==> config.mk <==
export PLATFORM = sky130hd
export DESIGN_NAME = excess3_seq_decoder_flat
export DESIGN_NICKNAME = d
export VERILOG_FILES = /design/src/rtl/excess3_seq_if.sv /design/src/rtl/excess3_seq_decoder.sv /design/src/flat_wrapper.sv
export SDC_FILE = /design/constraint.sdc
export NUM_CORES = 1
export LEC_CHECK = 0
export ABC_AREA = 1
export CAP_MARGIN = 20
export CORE_MARGIN = 1.5
export CORE_UTILIZATION = 50
export DETAILED_ROUTE_END_ITERATION = 8
export GPL_ROUTABILITY_DRIVEN = 0
export PLACE_DENSITY = 0.72
export SYNTH_ARGS = -nofsm -noshare
export SYNTH_HDL_FRONTEND = slang
export SYNTH_SLANG_ARGS = --single-unit
==> constraint.sdc <==
create_clock -name clk -period 5.6 [get_ports clk]
set_input_delay 1.12 -clock clk [delete_from_list [all_inputs] [get_ports clk]]
set_output_delay 1.12 -clock clk [all_outputs]
set_load 0.01 [all_outputs]
==> src/rtl/excess3_seq_if.sv <==
// Digit handshake and result bus between a serial excess-3 BCD source and the decoder.
// The master drives start/digits; the slave (decoder) returns the handshake, status and result.
interface excess3_seq_if #(
  parameter int BW = 14
);
  logic          start;
  logic          digit_valid;
  logic [3:0]    digit_in;
  logic          digit_ready;
  logic          done;
  logic          busy;
  logic [BW-1:0] bin_out;
  logic          error;

  modport master (
    output start, digit_valid, digit_in,
    input  digit_ready, done, busy, bin_out, error
  );

  modport slave (
    input  start, digit_valid, digit_in,
    output digit_ready, done, busy, bin_out, error
  );
endinterface

==> src/rtl/excess3_seq_decoder.sv <==
// Multi-digit excess-3 to binary converter, MSD first, acc = acc*10 + d per accepted digit.
// Optional invalid-code detection and ERR state: define EXCESS3_ERR_CHECK_EN.
module excess3_seq_decoder #(
  parameter int NDIGITS = 4,
  parameter int BW      = 14
) (
  input  logic         clk,
  input  logic         rst_n,
  excess3_seq_if.slave bus
);
  localparam int CW = $clog2(NDIGITS) + 1;

  localparam logic [1:0] IDLE    = 2'd0;
  localparam logic [1:0] COLLECT = 2'd1;
  localparam logic [1:0] FINISH  = 2'd2;
`ifdef EXCESS3_ERR_CHECK_EN
  localparam logic [1:0] ERR     = 2'd3;
`endif

  logic [1:0]    state_reg, state_next;
  logic [BW-1:0] acc_reg, acc_next;
  logic [BW-1:0] bin_reg, bin_next;
  logic [CW-1:0] cnt_reg, cnt_next;
  logic          done_reg, done_next;
  logic [3:0]    d;
  logic          xfer;

  assign d    = bus.digit_in - 4'd3;
  assign xfer = bus.digit_valid && (state_reg == COLLECT);

`ifdef EXCESS3_ERR_CHECK_EN
  logic        err_reg, err_next;
  logic [15:0] valid_lut;
  logic        code_ok;

  // Legal excess-3 codes are 0011..1100; everything else flags an error.
  for (genvar gi = 0; gi < 16; gi++) begin : g_valid_lut
    assign valid_lut[gi] = (gi >= 3) && (gi <= 12);
  end
  assign code_ok = valid_lut[bus.digit_in];
`endif

  always_comb begin
    state_next = state_reg;
    acc_next   = acc_reg;
    cnt_next   = cnt_reg;
    bin_next   = bin_reg;
    done_next  = 1'b0;
`ifdef EXCESS3_ERR_CHECK_EN
    err_next   = err_reg;
`endif
    case (state_reg)
      IDLE: begin
        if (bus.start) begin
          acc_next   = '0;
          cnt_next   = '0;
`ifdef EXCESS3_ERR_CHECK_EN
          err_next   = 1'b0;
`endif
          state_next = COLLECT;
        end
      end
      COLLECT: begin
`ifdef EXCESS3_ERR_CHECK_EN
        if (xfer && !code_ok) begin
          err_next   = 1'b1;
          state_next = ERR;
        end else
`endif
        if (xfer) begin
          acc_next = acc_reg * BW'(10) + BW'(d);
          cnt_next = cnt_reg + 1'b1;
          if (cnt_reg == CW'(NDIGITS - 1)) begin
            state_next = FINISH;
          end
        end
      end
      FINISH: begin
        // Result and done are registered here so both appear one edge after the last digit.
        bin_next   = acc_reg;
        done_next  = 1'b1;
        state_next = IDLE;
      end
`ifdef EXCESS3_ERR_CHECK_EN
      ERR: begin
        if (bus.start) begin
          acc_next   = '0;
          cnt_next   = '0;
          err_next   = 1'b0;
          state_next = COLLECT;
        end
      end
`endif
      default: state_next = IDLE;
    endcase
  end

  always_ff @(posedge clk or negedge rst_n) begin
    if (!rst_n) begin
      state_reg <= IDLE;
      acc_reg   <= '0;
      cnt_reg   <= '0;
      bin_reg   <= '0;
      done_reg  <= 1'b0;
`ifdef EXCESS3_ERR_CHECK_EN
      err_reg   <= 1'b0;
`endif
    end else begin
      state_reg <= state_next;
      acc_reg   <= acc_next;
      cnt_reg   <= cnt_next;
      bin_reg   <= bin_next;
      done_reg  <= done_next;
`ifdef EXCESS3_ERR_CHECK_EN
      err_reg   <= err_next;
`endif
    end
  end

  assign bus.digit_ready = (state_reg == COLLECT);
  assign bus.busy        = (state_reg == COLLECT);
  assign bus.done        = done_reg;
  assign bus.bin_out     = bin_reg;
`ifdef EXCESS3_ERR_CHECK_EN
  assign bus.error       = err_reg;
`else
  assign bus.error       = 1'b0;
`endif
endmodule
==> src/flat_wrapper.sv <==
// flat-port wrapper written by rule: the top's interface ports become plain ports
module excess3_seq_decoder_flat 
#(
  parameter int NDIGITS = 4,
  parameter int BW      = 14
)
  (clk, rst_n, bus_start, bus_digit_valid, bus_digit_in, bus_digit_ready, bus_done, bus_busy, bus_bin_out, bus_error);
  excess3_seq_if #(.BW(BW)) bus_i ();
  input  logic clk;
  input  logic rst_n;
  input wire logic [$bits(bus_i.start)-1:0] bus_start;
  input wire logic [$bits(bus_i.digit_valid)-1:0] bus_digit_valid;
  input wire logic [$bits(bus_i.digit_in)-1:0] bus_digit_in;
  output wire logic [$bits(bus_i.digit_ready)-1:0] bus_digit_ready;
  output wire logic [$bits(bus_i.done)-1:0] bus_done;
  output wire logic [$bits(bus_i.busy)-1:0] bus_busy;
  output wire logic [$bits(bus_i.bin_out)-1:0] bus_bin_out;
  output wire logic [$bits(bus_i.error)-1:0] bus_error;
  assign bus_i.start = bus_start;
  assign bus_i.digit_valid = bus_digit_valid;
  assign bus_i.digit_in = bus_digit_in;
  assign bus_digit_ready = bus_i.digit_ready;
  assign bus_done = bus_i.done;
  assign bus_busy = bus_i.busy;
  assign bus_bin_out = bus_i.bin_out;
  assign bus_error = bus_i.error;
  excess3_seq_decoder #(.NDIGITS(NDIGITS), .BW(BW)) u_core (.clk(clk), .rst_n(rst_n), .bus(bus_i));
endmodule
==> metrics.md <==
| Metric | Value |
|---|---|
| Setup TNS | 0 ns |
| Critical path class | in -> reg |
| Post-Synth Simple-Gate Area | between 20% and 30% |
| Syn Std Cell Area | 2316 um2 |
| H-tree level count | 2 |
| Initial Util | a little over half |
| Clock transition at path regs | around 0.070 ns |
| Buffers on Ports | 24 |
| Mux contribution to synthesized area | 0% |
| Area of the multi-input gates | between 1000 and 1500 um2 |
| Syn nets | between 300 and 400 |
| Post-Synth XOR/XNOR Area | ~1.9% |
| Fillers | roughly 400 |
| Slowest stage delay, CP | 0.45 ns |
| Worst slew pin tran | 0.6162 ns |
| RSZ-0062 raised after global routing | no |
| Pwr Total | 1.757 mW |
| DRC | 0 |
| Combinational power share | approximately two thirds |
| Post-CTS setup buffers | 0 |
| Clock Root Buffer | clkbuf_8 |
| GR Util All Layers | approximately a fifth |
| Critical path's slowest cell | clkdlybuf4s50_1 |
| CP Capture Type | flop |
| Die height | about 70 um |
| Initial antenna violation count | 0 |
| Leakage power | about 1.4 nW |
| Cell-internal power | 912.5 uW |
| Crit-path leading delay family | adder cells |
| Clock tree buffer depth | 2 |
| Cells along the critical path | clkdlybuf4s50_1, ha_1, ha_1, inv_1, fa_1, inv_1, nand3_1, nand2_1, nand2_1, nor2_4, nand3_2, nor2_4, nand2_1, nor2_1, o22ai_2 |
| Initial DRC count | 99 |
| Post-Route WL | 4.729 mm |
| Antenna cells | 0 |
| Relative slew slack | between 50% and 60% |
| Setup Viol. Count Final | 0 |
| Reg2reg start | u_core.acc_reg[1] |
| MaxCap Viol Count | 0 |
| Clk_lat worst skew | roughly 0.28 ns |
| Area added between synthesis and finish | 15.99% |
| Worst EP arrival | approximately 3.4 ns |
| CTS tree | done |
| Max Fclk | just over 0.3 GHz |
| Layout cell share with drive strength beyond 1 | under 10% |
| Fin crit period | roughly 3.3 ns |
| CTS buffer count | 5 |
| Vias per inst | a little over 5 |
| Maximum VDD drop | roughly 0.3 mV |
| Sequential area share after synthesis | between 30% and 40% |
| Hold path depth | 1 |
| CP Launch Type | input port |
| Worst path required time | between 5 and 6 ns |
| Worst R2R Path Depth | 12 |
| Hold Path Class | reg -> reg |
| Router iterations before antenna repair | 5 |
| Pin count of the biggest net entering global routing | 35 |
| Unique masters post-synth | 34 |
| Fin crit share | between 50% and 60% |
| Most common cell after layout, fill and taps aside | nand2_1 |
| Syn Inst Count | roughly 300 |
| First-pass GRT wire length | 8.321 mm |
| Vias | 1954 |
| Outcome | finished clean |
| Die area | about 5000 um2 |
| Final Max Slew Viols | 0 |
| Synth Register Bits | 34 |
| Crit-path most repeated cell | nand2_1 |
| Hold_buf cts | 0 |
| TritonCTS Sinks | 34 |
| Remaining global-route overflow | 0 |
| Net Switching | ~840 uW |
| R2R Path End | u_core.acc_reg[12] |
| I/O Pins | 26 |
| Hold Path End | u_core.bus.done |
| Row count | 24 |
| Worst Path Buf+Inv | 3 |
| Largest family of logic cells by synthesized area | simple AND/OR/NAND/NOR gates |
| Commonest non-fill, non-tap cells in the layout | nand2_1, inv_1, dfrtp_1 |
| Register area | ~850 um2 |
| Layout Utilization | around three fifths |
| Mapped Avg Cell Area | between 7 and 8 um2 |
| Final HPWL DP | 3.676 mm |
| Post-CTS sizing | 0 |
| Power Density | 654.2 nW/um2 |
| Layout Skew | ~0.0031 ns |
| Part of the power in registers | approximately a quarter |
| Yosys Warn Count | 0 |
| Sw Ratio | between 40% and 50% |
| Die width | a little over 70 um |
| Nets | 361 |
| Post-Synth Adder-Cell Area | between 10% and 20% |
| Hold Path Origin | u_core.state_reg[0] |
| Clk pwr share | between 10% and 20% |
| Vias in the first global route | between 1.5k and 2k |
| Flop-to-flop setup slack | between 2 and 3 ns |
| Final ANT Viol Nets | 0 |
| Hold Vio Cnt, Final | 0 |
| CP max FO | 4 |
| WL/cell | 12.48 um |
| Core area | around 4400 um2 |
| Post-synthesis compound-gate area fraction | approximately a tenth |
[synthesized netlist by cell type]
library cell | number | area [um2]
nand2_1 | 87 | 326.6
xnor2_1 | 1 | 8.760
buf_4 | 2 | 15.01
a21o_1 | 1 | 7.510
inv_2 | 1 | 3.750
nand3_1 | 22 | 110.1
ha_1 | 25 | 312.8
conb_1 | 1 | 3.750
dfrtp_1 | 34 | 850.8
clkbuf_1 | 2 | 7.510
nor2_2 | 3 | 18.77
nand4_1 | 3 | 18.77
o21bai_1 | 1 | 7.510
xor2_1 | 4 | 35.03
inv_1 | 43 | 161.4
nor2_1 | 14 | 52.55
clkinv_1 | 2 | 7.510
or2_2 | 1 | 6.260
or2_4 | 1 | 8.760
fa_1 | 2 | 40.04
o21ai_2 | 1 | 8.760
nor3_1 | 1 | 5.000
buf_6 | 1 | 11.26
nand3b_1 | 2 | 15.01
a21oi_1 | 5 | 25.02
nand2_2 | 6 | 37.54
o21ai_0 | 17 | 85.08
a22o_1 | 1 | 8.760
o22ai_1 | 9 | 56.30
o32ai_1 | 1 | 8.760
and2_1 | 1 | 6.260
nand3_2 | 1 | 10.01
nor2_4 | 2 | 22.52
o22ai_2 | 1 | 12.51
[worst max path at each step]
| stage | from | end | cells past startpoint |
|---|---|---|---|
| floorplan | bus_digit_in[0] | u_core.acc_reg[11] | 14 |
| global placement | bus_digit_in[0] | u_core.acc_reg[11] | 15 |
| detailed placement | bus_digit_in[0] | u_core.acc_reg[11] | 15 |
| CTS | bus_digit_in[0] | u_core.acc_reg[11] | 15 |
| global route | bus_digit_in[0] | u_core.acc_reg[11] | 15 |
| finish | bus_digit_in[0] | u_core.acc_reg[11] | 15 |
[power by group through the flow]
| stage | clock network [mW] | registers, mW | logic [mW] |
|---|---|---|---|
| final | 0.184 | 0.426 | 1.15 |
| after global routing | 0.197 | 0.439 | 1.32 |
| after CTS | 0.187 | 0.426 | 1.15 |
| after detailed placement | 0 | 0.429 | 1.15 |
| after global placement | 0 | 0.425 | 1.13 |
| after floorplan | 0 | 0.427 | 0.847 |
[cell families after synthesis]
| kind of cell | count (synthesis) |
|---|---|
| simple gates | 144 |
| buf+inv | 51 |
| compound gates | 37 |
| flops | 34 |
| fa+ha+maj | 27 |
| xor+xnor | 5 |
| other cells | 1 |
[routing by layer]
metal | GRT usage (%) | share of wire (%) | routed length, um | vias to the layer above
met5 | 0 | 0 | 0 | -
met4 | 5.660 | 1.5 | 71 | 0
met3 | 3.846 | 3.3 | 157 | 6
met2 | 34.79 | 47 | 2222 | 37
met1 | 26.99 | 48 | 2278 | 896
li1 | - | - | - | 1015
[through the flow]
stage | worst slack (ns) | instance area, um2 | instances | hold slack [ns]
after detailed placement | 2.034 | 2595 | 371 | 0.4523
final | 2.339 | 2686 | 379 | 0.4611
after floorplan | 2.687 | 2316 | 299 | 0.4275
after CTS | 2.327 | 2686 | 379 | 0.4620
after global placement | 2.107 | 2595 | 371 | 0.4382
after global routing | 2.115 | 2686 | 379 | 0.5102
[final cells by class]
class,instances,area share [%]
clock buffer,7,3.214
sequential,34,31.67
inverter,46,6.428
clock inverter,1,0.1863
multi-input combinational,214,46.86
tap,52,2.422
timing repair buffer,25,9.222
Power figures use the tool's default switching activity.
